<file path="src/rtl/seg_pkg.sv">
// rtl/seg_pkg.sv - shared BCD types, constants and helpers for the 7-segment path
package seg_pkg;

    localparam int NUM_DIGITS = 4;

    typedef logic [3:0]                bcd_digit_t;
    typedef logic [NUM_DIGITS*4-1:0]   bcd_word_t;

    localparam bcd_digit_t BCD_MAX_DIGIT = 4'd9;

    // Clamp a nibble into the legal decimal range so no non-BCD value ever escapes.
    function automatic bcd_digit_t sat_digit(input bcd_digit_t d);
        return (d > BCD_MAX_DIGIT) ? BCD_MAX_DIGIT : d;
    endfunction

    // Bit 0 always lit; bit i lit when any digit at position i or above is non-zero.
    function automatic logic [NUM_DIGITS-1:0] lead_zero_mask(input bcd_word_t w);
        logic [NUM_DIGITS-1:0] m;
        m[0] = 1'b1;
        for (int i = 1; i < NUM_DIGITS; i++) begin
            m[i] = |(w >> (4 * i));
        end
        return m;
    endfunction

endpackage

</file>
<file path="src/rtl/bcd_digit_cnt.sv">
// rtl/bcd_digit_cnt.sv - one decimal digit of the ripple up/down counter
module bcd_digit_cnt
    import seg_pkg::*;
(
    input  logic       clk,
    input  logic       rst,
    input  logic       step_i,
    input  logic       up_i,
    input  logic       load_i,
    input  bcd_digit_t load_digit_i,
    output bcd_digit_t digit_o,
    output bcd_digit_t digit_next_o,
    output logic       carry_o
);

    bcd_digit_t digit_q;
    bcd_digit_t digit_d;

    // Carry (up) or borrow (down) ripples to the next digit when this one rolls over.
    assign carry_o = step_i && (up_i ? (digit_q == BCD_MAX_DIGIT) : (digit_q == 4'd0));

    // Next digit: load wins, otherwise a step moves the digit by one with decimal rollover.
    always_comb begin
        digit_d = digit_q;
        if (load_i) begin
            digit_d = sat_digit(load_digit_i);
        end else if (step_i) begin
            if (up_i) begin
                digit_d = (digit_q >= BCD_MAX_DIGIT) ? 4'd0 : digit_q + 4'd1;
            end else begin
                digit_d = (digit_q == 4'd0) ? BCD_MAX_DIGIT : digit_q - 4'd1;
            end
        end
    end

    // Digit register with reset to zero.
    always_ff @(posedge clk) begin
        if (rst) begin
            digit_q <= 4'd0;
        end else begin
            digit_q <= digit_d;
        end
    end

    assign digit_o      = digit_q;
    assign digit_next_o = digit_d;

endmodule

</file>
<file path="src/rtl/bcd_count_src.sv">
// rtl/bcd_count_src.sv - prescaled 4-digit BCD up/down counter with leading-zero mask
module bcd_count_src
    import seg_pkg::*;
#(
    parameter int TICK_DIV = 50,
    parameter bit LZ_BLANK = 1'b1
) (
    input  logic                    clk,
    input  logic                    rst,
    input  logic                    en,
    input  logic                    up,
    input  logic                    load,
    input  logic [NUM_DIGITS*4-1:0] load_val,
    output logic [NUM_DIGITS*4-1:0] bcd,
    output logic [NUM_DIGITS-1:0]   dig_on,
    output logic                    tick,
    output logic                    wrap
);

    localparam int              PW         = (TICK_DIV > 1) ? $clog2(TICK_DIV) : 1;
    localparam logic [PW-1:0]   PRESC_LAST = PW'(TICK_DIV - 1);
    localparam logic [NUM_DIGITS-1:0] DIG_ON_RST = LZ_BLANK ? {{(NUM_DIGITS-1){1'b0}}, 1'b1}
                                                            : {NUM_DIGITS{1'b1}};

    logic [PW-1:0]           presc_q, presc_d;
    logic [NUM_DIGITS-1:0]   dig_on_q, dig_on_d;
    logic                    tick_q;
    logic                    wrap_q;
    logic                    step_edge;
    logic [NUM_DIGITS:0]     step_chain;
    bcd_word_t               bcd_d;

    assign step_edge     = en && (presc_q == PRESC_LAST);
    // A coincident load suppresses the count, so the chain never starts on a load cycle.
    assign step_chain[0] = step_edge && !load;

    for (genvar g = 0; g < NUM_DIGITS; g++) begin : g_digit
        bcd_digit_cnt u_digit (
            .clk          (clk),
            .rst          (rst),
            .step_i       (step_chain[g]),
            .up_i         (up),
            .load_i       (load),
            .load_digit_i (load_val[g*4 +: 4]),
            .digit_o      (bcd[g*4 +: 4]),
            .digit_next_o (bcd_d[g*4 +: 4]),
            .carry_o      (step_chain[g+1])
        );
    end

    // Prescaler next state and blanking mask computed from the next counter value.
    always_comb begin
        presc_d  = presc_q;
        dig_on_d = LZ_BLANK ? lead_zero_mask(bcd_d) : {NUM_DIGITS{1'b1}};
        if (load) begin
            presc_d = '0;
        end else if (en) begin
            presc_d = step_edge ? '0 : presc_q + PW'(1);
        end
    end

    // Prescaler, mask and strobe registers; strobes line up with the new bcd value.
    always_ff @(posedge clk) begin
        if (rst) begin
            presc_q  <= '0;
            dig_on_q <= DIG_ON_RST;
            tick_q   <= 1'b0;
            wrap_q   <= 1'b0;
        end else begin
            presc_q  <= presc_d;
            dig_on_q <= dig_on_d;
            tick_q   <= step_chain[0];
            wrap_q   <= step_chain[NUM_DIGITS];
        end
    end

    assign dig_on = dig_on_q;
    assign tick   = tick_q;
    assign wrap   = wrap_q;

endmodule

</file>
<file path="config.mk">
export PLATFORM = sky130hd
export DESIGN_NAME = bcd_count_src
export DESIGN_NICKNAME = d
export VERILOG_FILES = /design/src/rtl/seg_pkg.sv /design/src/rtl/bcd_digit_cnt.sv /design/src/rtl/bcd_count_src.sv
export SDC_FILE = /design/constraint.sdc
export NUM_CORES = 1
export LEC_CHECK = 0
export CORE_MARGIN = 4
export CORE_UTILIZATION = 47
export CTS_CLUSTER_DIAMETER = 50
export DETAILED_ROUTE_END_ITERATION = 10
export GPL_TIMING_DRIVEN = 0
export HOLD_SLACK_MARGIN = 0.06
export PLACE_DENSITY_LB_ADDON = 0.1
export SYNTH_ARGS = -nofsm -noshare
export SYNTH_HDL_FRONTEND = slang
export SYNTH_SLANG_ARGS = --single-unit
</file>
<file path="constraint.sdc">
create_clock -name clk -period 2.3 [get_ports clk]
set_clock_uncertainty 0.2 [all_clocks]
set_input_delay 0.69 -clock clk [delete_from_list [all_inputs] [get_ports clk]]
set_output_delay 0.69 -clock clk [all_outputs]
set_load 0.02 [all_outputs]
</file>
After elaboration in Yosys (flattened, before gate mapping) --
Cells that the tools add are included. Widths: inputs -> output; s select.
Operators by class: reductions and logical operators 16, magnitude comparators 8, equality and inequality tests 5, multiplexer cells 29, add/subtract/negate cells 9
Operators with widths (number):
- $mux 4 | 24
- $add 4x1->4 const B | 4
- $eq 4x4->1 const B | 4
- $ge 4x4->1 const B | 4
- $gt 4x4->1 const B | 4
- $logic_not 4->1 | 4
- $sub 4x1->4 const B | 4
- $reduce_or 12->1 | 1
- $reduce_or 8->1 | 1
- $add 6x1->6 const B | 1
- $eq 6x6->1 const B | 1
- $logic_and 1x1->1 | 6
- $mux 6 | 1
- $mux 1 | 4
- $reduce_or 4->1 | 1
- $reduce_bool 2->1 | 1
- $reduce_or 2->1 | 1
- $logic_not 1->1 | 1
Word-level totals: input port bits 21, bits in registers 28, output and inout bits 22, word-level logic and storage cells 76

Depth between registers and ports, before layout --
depth in word-level cells 9, mapped depth 9, gate-level depth less buffers 8

Hierarchy --
Synthesis repeated with hierarchy kept, for this count alone.
Second synthesis, totals: cell total of the unflattened synthesis 286, area total of the unflattened synthesis 2267.2 um2
By module, submodules not included:
- bcd_digit_cnt | area each 442.9 um2, times used 4, cells each 59
- bcd_count_src | area each 495.5 um2, times used 1, cells each 50

Least setup slack after synthesis --
Ideal clock, no wire load.
path kind flip-flop to flip-flop, from register g_digit[0].u_digit.digit_q[0], to register dig_on_q[1], in the netlist dig_on[1], cell stages (with the launch flop) 10, path buffers 1, setup slack -0.238 ns, data arrival time 2.195 ns, cell sequence dfxtp_1 inv_1 ha_1 nor3b_2 o211ai_2 buf_2 nor3_1 a211o_1 nor4b_2 a41oi_1
On the way: word-level cells in the longest chain between the ends 8, elaborated cells on any way between the ends 13, classes of those cells 1 x eq/ne; 7 x mux; 5 x reduce/logical
Ends and longest elaborated chain:
- from (decl) | line bcd_digit_cnt.sv:16 | bcd_digit_t digit_q;
- from (signal assigned) | line bcd_digit_cnt.sv:41 | digit_q <= digit_d;
- $eq 4x4->1 / $logic_not 4->1 (equally long branches) | line bcd_digit_cnt.sv:20 | assign carry_o = step_i && (up_i ? (digit_q == BCD_MAX_DIGIT) : (digit_q == 4'd0));
- $mux 1 * | line bcd_digit_cnt.sv:20
- $logic_and 1x1->1 * | line bcd_digit_cnt.sv:20
- $logic_and 1x1->1 (2 in a row) | line bcd_digit_cnt.sv:20
- $mux 4 | line bcd_digit_cnt.sv:27 | end else if (step_i) begin
- $mux 4 | line bcd_digit_cnt.sv:25 | if (load_i) begin
- $reduce_or 12->1 * | line seg_pkg.sv:21 | m[i] = |(w >> (4 * i));
- to (signal assigned) | line bcd_count_src.sv:71 | dig_on_q <= dig_on_d;
- to (decl) | line bcd_count_src.sv:26 | logic [NUM_DIGITS-1:0] dig_on_q, dig_on_d;
Mark *: on every way between the ends. The rest lies on a longest branch, timed or not. A chain may end at the register's enable or synchronous reset.

Worst setup path after layout --
from register g_digit[1].u_digit.digit_q[1], to register dig_on_q[1], in the netlist dig_on[1]
On the way: word-level cells in the longest chain between the ends 7, elaborated cells on any way between the ends 18, classes of those cells 2 x add/sub; 1 x order compare; 1 x eq/ne; 10 x mux; 4 x reduce/logical
Ends and longest elaborated chain (line):
- from (decl) | bcd_digit_cnt.sv:16
- from (signal assigned) | bcd_digit_cnt.sv:41
- branches (longest 6 deep; another with $sub 4x1->4)
- $reduce_or 12->1 * | seg_pkg.sv:21
Mark *: on every way between the ends.

==> results.json <==
{
  "status": "complete, but fails checks",
  "failed_checks": "setup timing",
  "final_common_cell": "buf_4",
  "postRouteWirelength_microns": 7158,
  "drt_first_pass_iters": 5,
  "core_sq_um": 4474,
  "tightest_slew_ns": 0.6249,
  "grt_first_pass_wirelength_microns": 10940,
  "grt_pass1_vias": 2341,
  "hp-class": "flip-flop to flip-flop",
  "critPathMostFrequentCell": "nor4b_4",
  "critPathLaunch": "g_digit[1].u_digit.digit_o[1]",
  "r2r-start": "g_digit[1].u_digit.digit_o[1]",
  "gp_congestion": 0.9059,
  "critical_path.cell_chain": "inv_2, ha_4, nor4b_4, buf_4, nor2_4, a32o_1, a211o_1, nor4b_4, a41oi_2",
  "worst_slew_margin_rel": 0.5834,
  "hold_viol_final": 0,
  "viasPerCell": 6.143,
  "avgSynthCellArea_sq_um": 8.124,
  "crit_fanout": 4,
  "crit_family": "compound AO/OA/AOI/OAI gates",
  "n_antenna_cell": 0,
  "fp.dieArea_sq_um": 5901,
  "antenna_found_initial": 0,
  "yosys.area.top_type": "dfxtp_1",
  "min_period_ns": 2.438,
  "fin_ws_ns": -0.1375,
  "synth_area_leaders": "dfxtp_1 24%, ha_1 8.4%, nor2_1 5.2%",
  "grt_usage": 0.2215,
  "h-tree-depth": 1,
  "ys.flop_type": "dfxtp_1",
  "clk-insertion-delay-late_ns": 0.27,
  "rsz0062_at_grt": "true",
  "cts.path.max_buffers": 2,
  "dp_hpwl_microns": 4501,
  "cp_slowest_cell": "dfxtp_4",
  "root_buffer": "clkbuf_8",
  "drt_iter0_markers": 113,
  "layout.cells.non_filler": 407,
  "synth.distinct_cells": 73,
  "worstPathRequired_ns": 2.24,
  "cp_num_buf_inv": 2,
  "place_inst": 367,
  "syn_nets": 310,
  "cp-start-kind": "flip-flop",
  "cp_slowest_stage_delay_ns": 0.36,
  "drive_gt1_frac": 0.3127,
  "synthArstFlopShare": 0,
  "syn2layout_area_growth_pct": 47.39,
  "synth-edff-count": 0,
  "cts_made_buffers": 3,
  "min_from": "presc_q[0]",
  "synth-seq-cells": 27,
  "timing.final.crit_share": 1.060,
  "clock.fmax_mhz": 410.3,
  "cp.arrival_ns": 2.37,
  "port_buffers": 41,
  "p_leak_uw": 0.001319,
  "seqCellArea_sq_um": 568.0,
  "vias": 2500,
  "final_cell_area_sq_um": 3281,
  "layout_common_cells": "35 x buf_4, 33 x clkdlybuf4s50_1, 31 x nor2_1, 17 x dfxtp_1, 12 x inv_1",
  "netlist_area_sq_um": 2226,
  "path_clk_slew_ns": 0.09,
  "synth_top_area_frac": 0.2428,
  "multi_input_area_sq_um": 1705,
  "fin_nets": 392,
  "placed_cell_area_sq_um": 2726,
  "worstSetupPathType": "flip-flop to flip-flop",
  "hold-worst-slack_ns": 0.3214,
  "endpoint_kind": "flip-flop",
  "fill_cells": 326,
  "drc": 0,
  "holdBufCountCts": 0,
  "cap_violations": 0,
  "drv_slew": 0,
  "grt_max_degree": 15,
  "syn_inst": 274,
  "power_density_nw_per_um2": 398.3,
  "irDropWorstVdd_mv": 0.2621,
  "pre_cts_slack_ns": -0.9769,
  "initial_core_util": 0.4975,
  "overflow": 0,
  "cts_sinks": 27,
  "std_cell_rows": 24,
  "fp.dieW_microns": 76.82,
  "setup_viol": 5,
  "tritoncts": "done",
  "routedWlPerCell_microns": 17.59,
  "ios": 43,
  "drtAntennaViolNets": 0,
  "setup_tns_ns": -0.3598,
  "synth_warnings": 0,
  "synth-seq-area-share": 0.2428,
  "die_h_microns": 76.82
}
worst register-to-register path, delay by kind of cell, from the launching register on:
| kind | cells | cell delay [ns] |
|---|---|---|
| AO/OA/AOI/OAI | 3 | 0.70 |
| buffers and inverters | 2 | 0.25 |
| AND/OR/NAND/NOR | 3 | 0.65 |
| flip-flops | 1 | 0.36 |
| adder cells (fa/ha/maj) | 1 | 0.15 |
Yosys cell counts (6+ instances only):
cell type / instances
a211oi_1: 6
a21oi_1: 7
a31oi_1: 9
clkbuf_1: 7
dfxtp_1: 27
ha_1: 15
inv_1: 17
nand2_1: 10
nand3_1: 8
nand3b_1: 7
nor2_1: 31
nor2b_1: 8
nor3_1: 10
o211ai_1: 6
o21ai_0: 12
cell type report:
cell class	count	area share
plain buffers	18	0.03738
clock buffers	4	0.01373
inverters	18	0.02365
multi-input cells	211	0.5198
flip-flops and latches	27	0.1732
well taps	52	0.01983
repair buffers	77	0.2124
stage by stage:
| step | total power (uW) | utilization |
|---|---|---|
| after global routing | 1369 | 0.7332 |
| after global placement | 907.7 | 0.6093 |
| after floorplan | 771.1 | - |
| final | 1307 | 0.7332 |
| after CTS | 1253 | 0.6862 |
| after detailed placement | 909.5 | 0.6093 |
power breakdown:
group / switching, uW / internal [uW]
sequential: 21.8 / 486
combinational: 262 / 262
clock: 150 / 124
final timing paths:
check	cells after the start	end	slack, ns
worst max-delay path	9	dig_on[1]	-0.14
worst min-delay path	2	presc_q[0]	0.32
worst max register to register	9	dig_on[1]	-0.14
worst min register to register	2	presc_q[0]	0.32
flip-flops by register name, indices dropped and copies added, names as in the netlist:
signal / cells
g_digit.u_digit.digit_o: 16
wrap: 1
tick: 1
presc_q: 6
dig_on: 3
metal layers:
| layer | GRT usage | up-vias | share of wire |
|---|---|---|---|
| met2 | 0.3537 | 86 | 0.48 |
| met5 | 0 | - | 0 |
| met4 | 0.08877 | 0 | 0.023 |
| li1 | - | 1188 | - |
| met1 | 0.2995 | 1209 | 0.44 |
| met3 | 0.03044 | 17 | 0.056 |
cell families (layout without fill, tap and decap cells):
family,count (synthesis),in the layout,synth area share
xor+xnor,7,7,0.02754
buf+inv,36,117,0.07700
fa+ha+maj,15,15,0.08432
simple gates,105,105,0.2822
other cells,1,1,0.001685
compound gates,80,80,0.2648
flops,27,27,0.2428
mux,3,3,0.01967
timing repair:
action,in CTS,in global routing
pin swaps,17,16
setup buffers,25,11
endpoints found under the setup margin,29,10
resized for setup,49,33
Power figures use the tool's default switching activity.
